File: config.mk
export PLATFORM = sky130hd
export DESIGN_NAME = counter_scheduler
export DESIGN_NICKNAME = d
export VERILOG_FILES = /design/src/rtl/counter_scheduler_pkg.sv /design/src/rtl/counter_scheduler_tick_prescaler.sv /design/src/rtl/counter_scheduler.sv
export SDC_FILE = /design/constraint.sdc
export NUM_CORES = 1
export LEC_CHECK = 0
export CAP_MARGIN = 20
export CORE_UTILIZATION = 56
export CTS_CLUSTER_DIAMETER = 150
export CTS_CLUSTER_SIZE = 20
export DETAILED_ROUTE_END_ITERATION = 7
export PLACE_DENSITY_LB_ADDON = 0.05
export SYNTH_ARGS = -nofsm -noshare
export SYNTH_HDL_FRONTEND = slang
export SYNTH_SLANG_ARGS = --single-unit
File: constraint.sdc
create_clock -name clk_i -period 2.7 [get_ports clk_i]
set_clock_uncertainty 0.05 [all_clocks]
set_input_delay 0.54 -clock clk_i [delete_from_list [all_inputs] [get_ports clk_i]]
set_output_delay 0.54 -clock clk_i [all_outputs]
set_load 0.02 [all_outputs]
File: src/rtl/counter_scheduler_pkg.sv
// Shared definitions for the counter time-slice scheduler: FSM states, engine indices, round-robin helpers.
package counter_scheduler_pkg;

  typedef enum logic [1:0] {
    ST_IDLE = 2'd0,
    ST_ARB  = 2'd1,
    ST_RUN  = 2'd2
  } state_e;

  localparam int NUM_ENG     = 3;
  localparam int ENG_DOWN    = 0;
  localparam int ENG_UP      = 1;
  localparam int ENG_JOHNSON = 2;

  typedef logic [1:0] eng_idx_t;

  function automatic eng_idx_t rr_next(input eng_idx_t idx);
    return (idx == eng_idx_t'(NUM_ENG - 1)) ? eng_idx_t'(0) : idx + eng_idx_t'(1);
  endfunction

  // First requester at or after ptr, wrapping; returns ptr when nobody requests.
  function automatic eng_idx_t rr_pick(input logic [NUM_ENG-1:0] req, input eng_idx_t ptr);
    eng_idx_t idx;
    eng_idx_t pick;
    logic     found;
    idx   = ptr;
    pick  = ptr;
    found = 1'b0;
    for (int k = 0; k < NUM_ENG; k++) begin
      if (!found && req[idx]) begin
        pick  = idx;
        found = 1'b1;
      end
      idx = rr_next(idx);
    end
    return pick;
  endfunction

endpackage

File: src/rtl/counter_scheduler_tick_prescaler.sv
// tick_prescaler: counts 0..DIV_MAX while enabled, synchronous clear, holds otherwise.
// tc_o is a combinational one-cycle pulse on the enabled terminal-count cycle.
module tick_prescaler #(
  parameter int DIV_MAX = 25_000_000
) (
  input  logic clk_i,
  input  logic rst_i,
  input  logic clear_i,
  input  logic en_i,
  output logic tc_o
);

  localparam int CNT_W = (DIV_MAX < 1) ? 1 : $clog2(DIV_MAX + 1);
  localparam logic [CNT_W-1:0] TC = CNT_W'(DIV_MAX);

  logic [CNT_W-1:0] cnt_q;
  logic [CNT_W-1:0] cnt_d;

  assign tc_o = en_i && (cnt_q == TC);

  always_comb begin
    cnt_d = cnt_q;
    if (clear_i) begin
      cnt_d = '0;
    end else if (en_i) begin
      cnt_d = tc_o ? '0 : cnt_q + CNT_W'(1);
    end
  end

  always_ff @(posedge clk_i) begin
    if (rst_i) begin
      cnt_q <= '0;
    end else begin
      cnt_q <= cnt_d;
    end
  end

endmodule

File: src/rtl/counter_scheduler.sv
// counter_scheduler: round-robin time-slicing of one prescaled tick and one 4-bit display among three counter engines.
// Optional COUNTER_SCHED_PAUSE_EN: pause_i freezes prescaler, slot count and tick while in RUN.
module counter_scheduler
  import counter_scheduler_pkg::*;
#(
  parameter int DIV_MAX    = 25_000_000,
  parameter int SLOT_TICKS = 16
) (
  input  logic               clk_i,
  input  logic               rst_i,
  input  logic               start_i,
  input  logic               pause_i,
  input  logic [NUM_ENG-1:0] req_i,
  input  logic [3:0]         eng_q0_i,
  input  logic [3:0]         eng_q1_i,
  input  logic [3:0]         eng_q2_i,
  output logic [NUM_ENG-1:0] grant_o,
  output logic               tick_o,
  output logic [3:0]         q_o,
  output logic               busy_o
);

  localparam logic [7:0] SLOT_LAST = 8'(SLOT_TICKS - 1);

  state_e             state_q, state_d;
  eng_idx_t           ptr_q, ptr_d;
  eng_idx_t           gidx_q, gidx_d;
  logic [NUM_ENG-1:0] grant_q, grant_d;
  logic [7:0]         slot_q, slot_d;
  logic [3:0]         q_q, q_d;

  logic     frozen;
  logic     tick_w;
  logic     run;
  eng_idx_t pick;
  logic [3:0] eng_sel;

`ifdef COUNTER_SCHED_PAUSE_EN
  assign frozen = pause_i;
`else
  logic unused_pause;
  assign unused_pause = pause_i;
  assign frozen       = 1'b0;
`endif

  assign run  = (state_q == ST_RUN);
  assign pick = rr_pick(req_i, ptr_q);

  // Gating with rst_i keeps a reset cycle from leaking a tick to the engine.
  tick_prescaler #(
    .DIV_MAX(DIV_MAX)
  ) u_prescaler (
    .clk_i  (clk_i),
    .rst_i  (rst_i),
    .clear_i(state_q == ST_ARB),
    .en_i   (run && !frozen && !rst_i),
    .tc_o   (tick_w)
  );

  always_comb begin
    eng_sel = eng_q0_i;
    case (gidx_q)
      eng_idx_t'(ENG_DOWN):    eng_sel = eng_q0_i;
      eng_idx_t'(ENG_UP):      eng_sel = eng_q1_i;
      eng_idx_t'(ENG_JOHNSON): eng_sel = eng_q2_i;
      default:                 eng_sel = eng_q0_i;
    endcase
  end

  always_comb begin
    state_d = state_q;
    ptr_d   = ptr_q;
    gidx_d  = gidx_q;
    grant_d = grant_q;
    slot_d  = slot_q;
    q_d     = q_q;
    case (state_q)
      ST_IDLE: begin
        if (start_i && (|req_i)) state_d = ST_ARB;
      end
      ST_ARB: begin
        slot_d = '0;
        if (|req_i) begin
          gidx_d  = pick;
          grant_d = NUM_ENG'(1) << pick;
          state_d = ST_RUN;
        end else begin
          state_d = ST_IDLE;
        end
      end
      ST_RUN: begin
        q_d = eng_sel;
        if (tick_w) slot_d = slot_q + 8'd1;
        // Expiry and a request drop in the same cycle share this single exit.
        if ((tick_w && (slot_q == SLOT_LAST)) || !req_i[gidx_q] || !start_i) begin
          ptr_d   = rr_next(gidx_q);
          grant_d = '0;
          state_d = start_i ? ST_ARB : ST_IDLE;
        end
      end
      default: state_d = ST_IDLE;
    endcase
  end

  always_ff @(posedge clk_i) begin
    if (rst_i) begin
      state_q <= ST_IDLE;
      ptr_q   <= '0;
      gidx_q  <= '0;
      grant_q <= '0;
      slot_q  <= '0;
      q_q     <= '0;
    end else begin
      state_q <= state_d;
      ptr_q   <= ptr_d;
      gidx_q  <= gidx_d;
      grant_q <= grant_d;
      slot_q  <= slot_d;
      q_q     <= q_d;
    end
  end

  assign grant_o = grant_q;
  assign tick_o  = tick_w;
  assign q_o     = q_q;
  assign busy_o  = (state_q == ST_ARB) || (state_q == ST_RUN);

endmodule

==> results.toml, run 1 <==
[status]
status = "complete, no violations"

[clocking]
clock_path_buffers = 2
clk_latency_ns = 0.30
cts.sinks = 46
holdBufCountCts = 0
cts_max_level = 2
clk_pin_slew_ns = 0.08
post-cts-setup-buffer-count = 0
cts_resized = 1
cts_buffers = 5
cts_tree = "built"
cts-root-buf = "clkbuf_8"

[sta]
fmax_mhz = 385
slew_violations = 0
tightestPinTransition_ns = 0.605
final_hold_viol_count = 0
rsz0062_at_grt = "false"
relSlewSlack_pct = 59.3
post-route-period-util_pct = 96.3
setup_ws_ns = 0.0995
setup_violations = 0
period_minus_slack_ns = 2.60

[finish]
syn_to_final_growth_pct = 17.6
final_nets = 358
diodes = 0
design_area_um2 = 2960
fillers = 351
drive_gt1_share_pct = 7.90
layout_common_cells = "dfxtp_1, nor2_1, clkdlybuf4s50_1"
mostFrequentLayoutCell = "dfxtp_1"
layout.cells.non_filler = 379

[min_path]
hold_path.class = "reg2reg"
min_from = "grant_o[1]$_SDFFE_PP0P_"

[worst_setup_path]
r2r_start = "state_q[0]$_SDFFE_PP0P_"
startpoint_type = "input pin"
arrival_ns = 2.01
crit_fanout = 2
startpoint = "rst_i"
crit_required_ns = 2.11
critPathKind = "in2out"
end_kind = "output port"

[synth]
syn-cell-area_um2 = 2510
synth.net_count = 327
synthCells = 297
synthFlopType = "dfxtp_1"
synth.yosys.seq_area_share_pct = 36.6
synth_cell_types = 50
ys_ff_latch = 46
synth_edf_count = 0
synthArstFlopShare_pct = 0
synth.avg_cell_area_um2 = 8.46
yosysWarningCount = 0

[place]
place_ws_ns = -0.207
dp.cells = 371
portBuffers = 26
placed_cell_area_um2 = 2870
place_congestion = 0.806
place_hpwl_um = 3920

[global_route]
grtUsageTotal_pct = 24.4
grt-ovfl-total = 0
grt_pass1_wl_um = 8620
grt_util_met3_pct = 5.26
grt_max_degree = 24
busiest_layer = "met2"
use_met2_pct = 37.0
antenna_found_initial = 0
grt_pass1_vias = 1888
use_met1_pct = 34.1

[route]
drc = 0
drt_wl_total_um = 5290
post_drt_wl_per_cell_um = 14.0
drt_iter0_drc = 121
num_vias = 2165
antenna_left = 0
firstDrtPassIters = 4
vias_per_cell = 5.71

[pwr]
leakage_nw = 1.08
finalPower_w = 0.00178
p_per_area_nw_per_um2 = 601
peakVddDrop_uv = 567

[flow_run]
cap_violations = 0

[die]
num_rows = 23
die_w_um = 69.0
ioPinCount = 28
core-area_um2 = 4140
die_area_um2 = 4760
dieHeight_um = 69.0
start_util_pct = 60.7
cell families (layout without fill, tap and decap cells):
logic type / count (synthesis) / after routing / synth area share, %
simple gates: 140 / 140 / 30.3
flops: 46 / 46 / 36.6
compound gates: 37 / 37 / 10.5
buf+inv: 29 / 61 / 4.88
xor+xnor: 27 / 27 / 9.41
fa+ha+maj: 11 / 11 / 5.48
mux: 7 / 7 / 2.79
where the power goes:
group / switching (W) / internal, W / total [W] / leakage, nW
clock: 0.000228 / 0.000207 / 0.000435 / 0.0482
combinational: 0.000325 / 0.000250 / 0.000575 / 0.662
sequential: 0.0000428 / 0.000723 / 0.000766 / 0.371
cells in the mapped netlist, drive strengths merged, types with 3 or more instances:
| cell type | count | area (µm²) |
|---|---|---|
| inv | 17 | 63.8 |
| and4 | 5 | 43.8 |
| ha | 11 | 138 |
| nor3 | 11 | 55.1 |
| nor4bb | 3 | 30.0 |
| xor2 | 12 | 105 |
| clkbuf | 4 | 15.0 |
| dfxtp | 46 | 921 |
| o22ai | 3 | 18.8 |
| a22oi | 4 | 30.0 |
| and3 | 5 | 31.3 |
| nor2 | 44 | 168 |
| xnor2 | 15 | 131 |
| nand2b | 3 | 18.8 |
| a21oi | 8 | 40.0 |
| o21ai | 4 | 20.0 |
| buf | 8 | 43.8 |
| nor4 | 6 | 37.5 |
| nand3 | 15 | 80.1 |
| nand4 | 7 | 50.1 |
| nor2b | 3 | 18.8 |
| nand2 | 22 | 82.6 |
| nor4b | 5 | 43.8 |
| mux2i | 7 | 70.1 |
critical path, stage by stage:
cell and delay, ns:
clkdlybuf4s50_1 0.42, nand4b_4 0.18, or3_1 0.39, nor2_1 0.16, clkdlybuf4s15_1 0.32
final cells by class:
| class | instances | area [µm²] | area share (%) |
|---|---|---|---|
| multi-input combinational | 222 | 1470 | 49.7 |
| inverter | 17 | 63.8 | 2.16 |
| sequential | 46 | 921 | 31.1 |
| clock inverter | 1 | 5.00 | 0.169 |
| timing repair buffer | 36 | 348 | 11.8 |
| clock buffer | 7 | 86.3 | 2.92 |
| tap | 50 | 62.6 | 2.12 |
sequential cells by signal, summed over array words and instances (netlist names):
name	cells
gidx_q	2
ptr_q	2
q_o	4
u_prescaler.cnt_q	25
slot_q	8
state_q	2
grant_o	3
routing by layer:
| metal | part of all wire, % | up-vias |
|---|---|---|
| met5 | 0 | - |
| met4 | 0.94 | 0 |
| met3 | 4.2 | 5 |
| met2 | 45 | 45 |
| met1 | 50 | 1004 |
| li1 | - | 1111 |
path summary, 6_finish.rpt:
check | to | slack, ns | depth (start not counted)
min | grant_o[1]$_SDFFE_PP0P_ | 0.41 | 2
max | tick_o | 0.1 | 5
min reg2reg | grant_o[1]$_SDFFE_PP0P_ | 0.41 | 2
max reg2reg | u_prescaler.cnt_q[21]$_SDFFE_PP0P_ | 0.61 | 8
per-stage QoR:
step / setup TNS (ns) / hold WS (ns) / util (%)
after floorplan: 0 / 0.409 / -
after global placement: -0.198 / 0.392 / 69.1
after detailed placement: -0.207 / 0.392 / 69.1
after CTS: 0 / 0.411 / 71.3
after global routing: 0 / 0.451 / 71.3
final: 0 / 0.414 / 71.3
(Power assumes the default switching activity.)
==> run 2, diff against run 1 <==
CELL_PAD_IN_SITES_DETAIL_PLACEMENT = 1   (was default)
CELL_PAD_IN_SITES_GLOBAL_PLACEMENT = 2   (was default)
CORE_UTILIZATION = 34   (was 56)
SKIP_LAST_GASP = 1   (was default)
==> results.toml, run 2 (synthesis results as in run 1) <==
[finish]
mostFrequentLayoutCell = "dfxtp_1"
diodes = 0
syn_to_final_growth_pct = 21.8
drive_gt1_share_pct = 9.61
largest_reg_flops = 25
design_area_um2 = 3060
layout_common_cells = "dfxtp_1, nor2_1, clkdlybuf4s50_1"
layout.cells.non_filler = 429
final_nets = 362
top_register = "u_prescaler.cnt_q"

[clocking]
cts_max_level = 2
cts-root-buf = "clkbuf_8"
clk_pin_slew_ns = 0.10
cts.sinks = 46
clock_path_buffers = 2
clk_latency_ns = 0.31
post-cts-setup-buffer-count = 0
cts_buffers = 5
cts_tree = "built"

[worst_setup_path]
cp_cell_sequence = "clkdlybuf4s50_1, nand4b_4, or3_1, nor2_1, clkbuf_2"
crit_required_ns = 2.11
end_kind = "output port"
critPathBufInv = 2
critPathKind = "in2out"
startpoint = "rst_i"
slowest_delay_ns = 0.42
arrival_ns = 1.89
crit_fanout = 2
r2r_start = "state_q[0]$_SDFFE_PP0P_"
crit_path_top_delay_cell = "clkdlybuf4s50_1"
startpoint_type = "input pin"
cp_top_family = "simple AND/OR/NAND/NOR gates"

[place]
place_ws_ns = -0.246
place_congestion = 0.737
portBuffers = 26
placed_cell_area_um2 = 2950
dp.cells = 421
place_hpwl_um = 4650

[route]
antenna_left = 0
num_vias = 2187
drt_iter0_drc = 42
drt_wl_total_um = 6040
firstDrtPassIters = 4
vias_per_cell = 5.10
drc = 0
post_drt_wl_per_cell_um = 14.1

[min_path]
min_from = "grant_o[1]$_SDFFE_PP0P_"
hold_path.class = "reg2reg"

[pwr]
finalPower_w = 0.00189
p_per_area_nw_per_um2 = 617
leakage_nw = 1.11
peakVddDrop_uv = 314

[sta]
period_minus_slack_ns = 2.48
post-route-period-util_pct = 91.8
tightestPinTransition_ns = 0.632
setup_violations = 0
fmax_mhz = 403
setup_ws_ns = 0.221
slew_violations = 0
rsz0062_at_grt = "false"
relSlewSlack_pct = 57.5
final_hold_viol_count = 0

[global_route]
grtUsageTotal_pct = 17.7
grt_max_degree = 24
grt_pass1_wl_um = 10500
antenna_found_initial = 0
grt-ovfl-total = 0
grt_pass1_vias = 2212

[die]
core-area_um2 = 6980
start_util_pct = 36.0
dieHeight_um = 88.0
die_area_um2 = 7740
num_rows = 30
die_w_um = 88.0
ioPinCount = 28

[flow_run]
cap_violations = 0

[status]
status = "complete, no violations"
## run 2: metal layers
metal,up-vias,wire (µm),global-route usage [%]
met3,10,136,3.20
met4,0,102,6.86
met2,25,3060,31.9
met1,1039,2740,20.5
li1,1113,-,-
met5,-,0,0
## run 2: report_power, final
group | internal [W] | total [W] | switching [W] | leakage (nW)
registers | 0.000723 | 0.000765 | 0.0000414 | 0.371
logic | 0.000253 | 0.000586 | 0.000333 | 0.683
clock network | 0.000276 | 0.000538 | 0.000262 | 0.0504
total | 0.00125 | 0.00189 | 0.000637 | 1.11
## run 2: area by class of cell
class,count,area (µm²)
Clock buffer,5,68.8
Tap cell,96,120
Multi-Input combinational cell,222,1470
Inverter,17,63.8
Sequential cell,46,921
Fill cell,827,3920
Timing Repair Buffer,40,373
Clock inverter,3,45.0
## run 2: per-stage QoR
step                setup TNS (ns)  utilization (%)  hold slack, ns
floorplan                        0                -           0.409
global placement            -0.247             42.3           0.393
detailed placement          -0.246             42.3           0.397
CTS                              0             43.9           0.414
global route                     0             43.9           0.431
finish                           0             43.9           0.413
## run 2: path summary, 6_finish.rpt
path,endpoint,slack (ns),cells after the start
worst max-delay path,tick_o,0.22,5
worst min register to register,grant_o[1]$_SDFFE_PP0P_,0.41,2
worst min-delay path,grant_o[1]$_SDFFE_PP0P_,0.41,2
worst max register to register,u_prescaler.cnt_q[21]$_SDFFE_PP0P_,0.58,8
## run 2: worst register-to-register path, stage by stage (launching register included)
cell and delay, ns:
dfxtp_1 0.34, inv_1 0.10, ha_1 0.22, buf_4 0.27, and4b_1 0.28, nand4_1 0.22
nor3_1 0.32, xnor2_1 0.16, nor2_1 0.05
## run 2: repair_timing
action,4_1_cts,5_1_grt
gates resized for setup,1,2
endpoints found under the setup margin,1,1
pin swaps,0,1
hold buffers,0,0
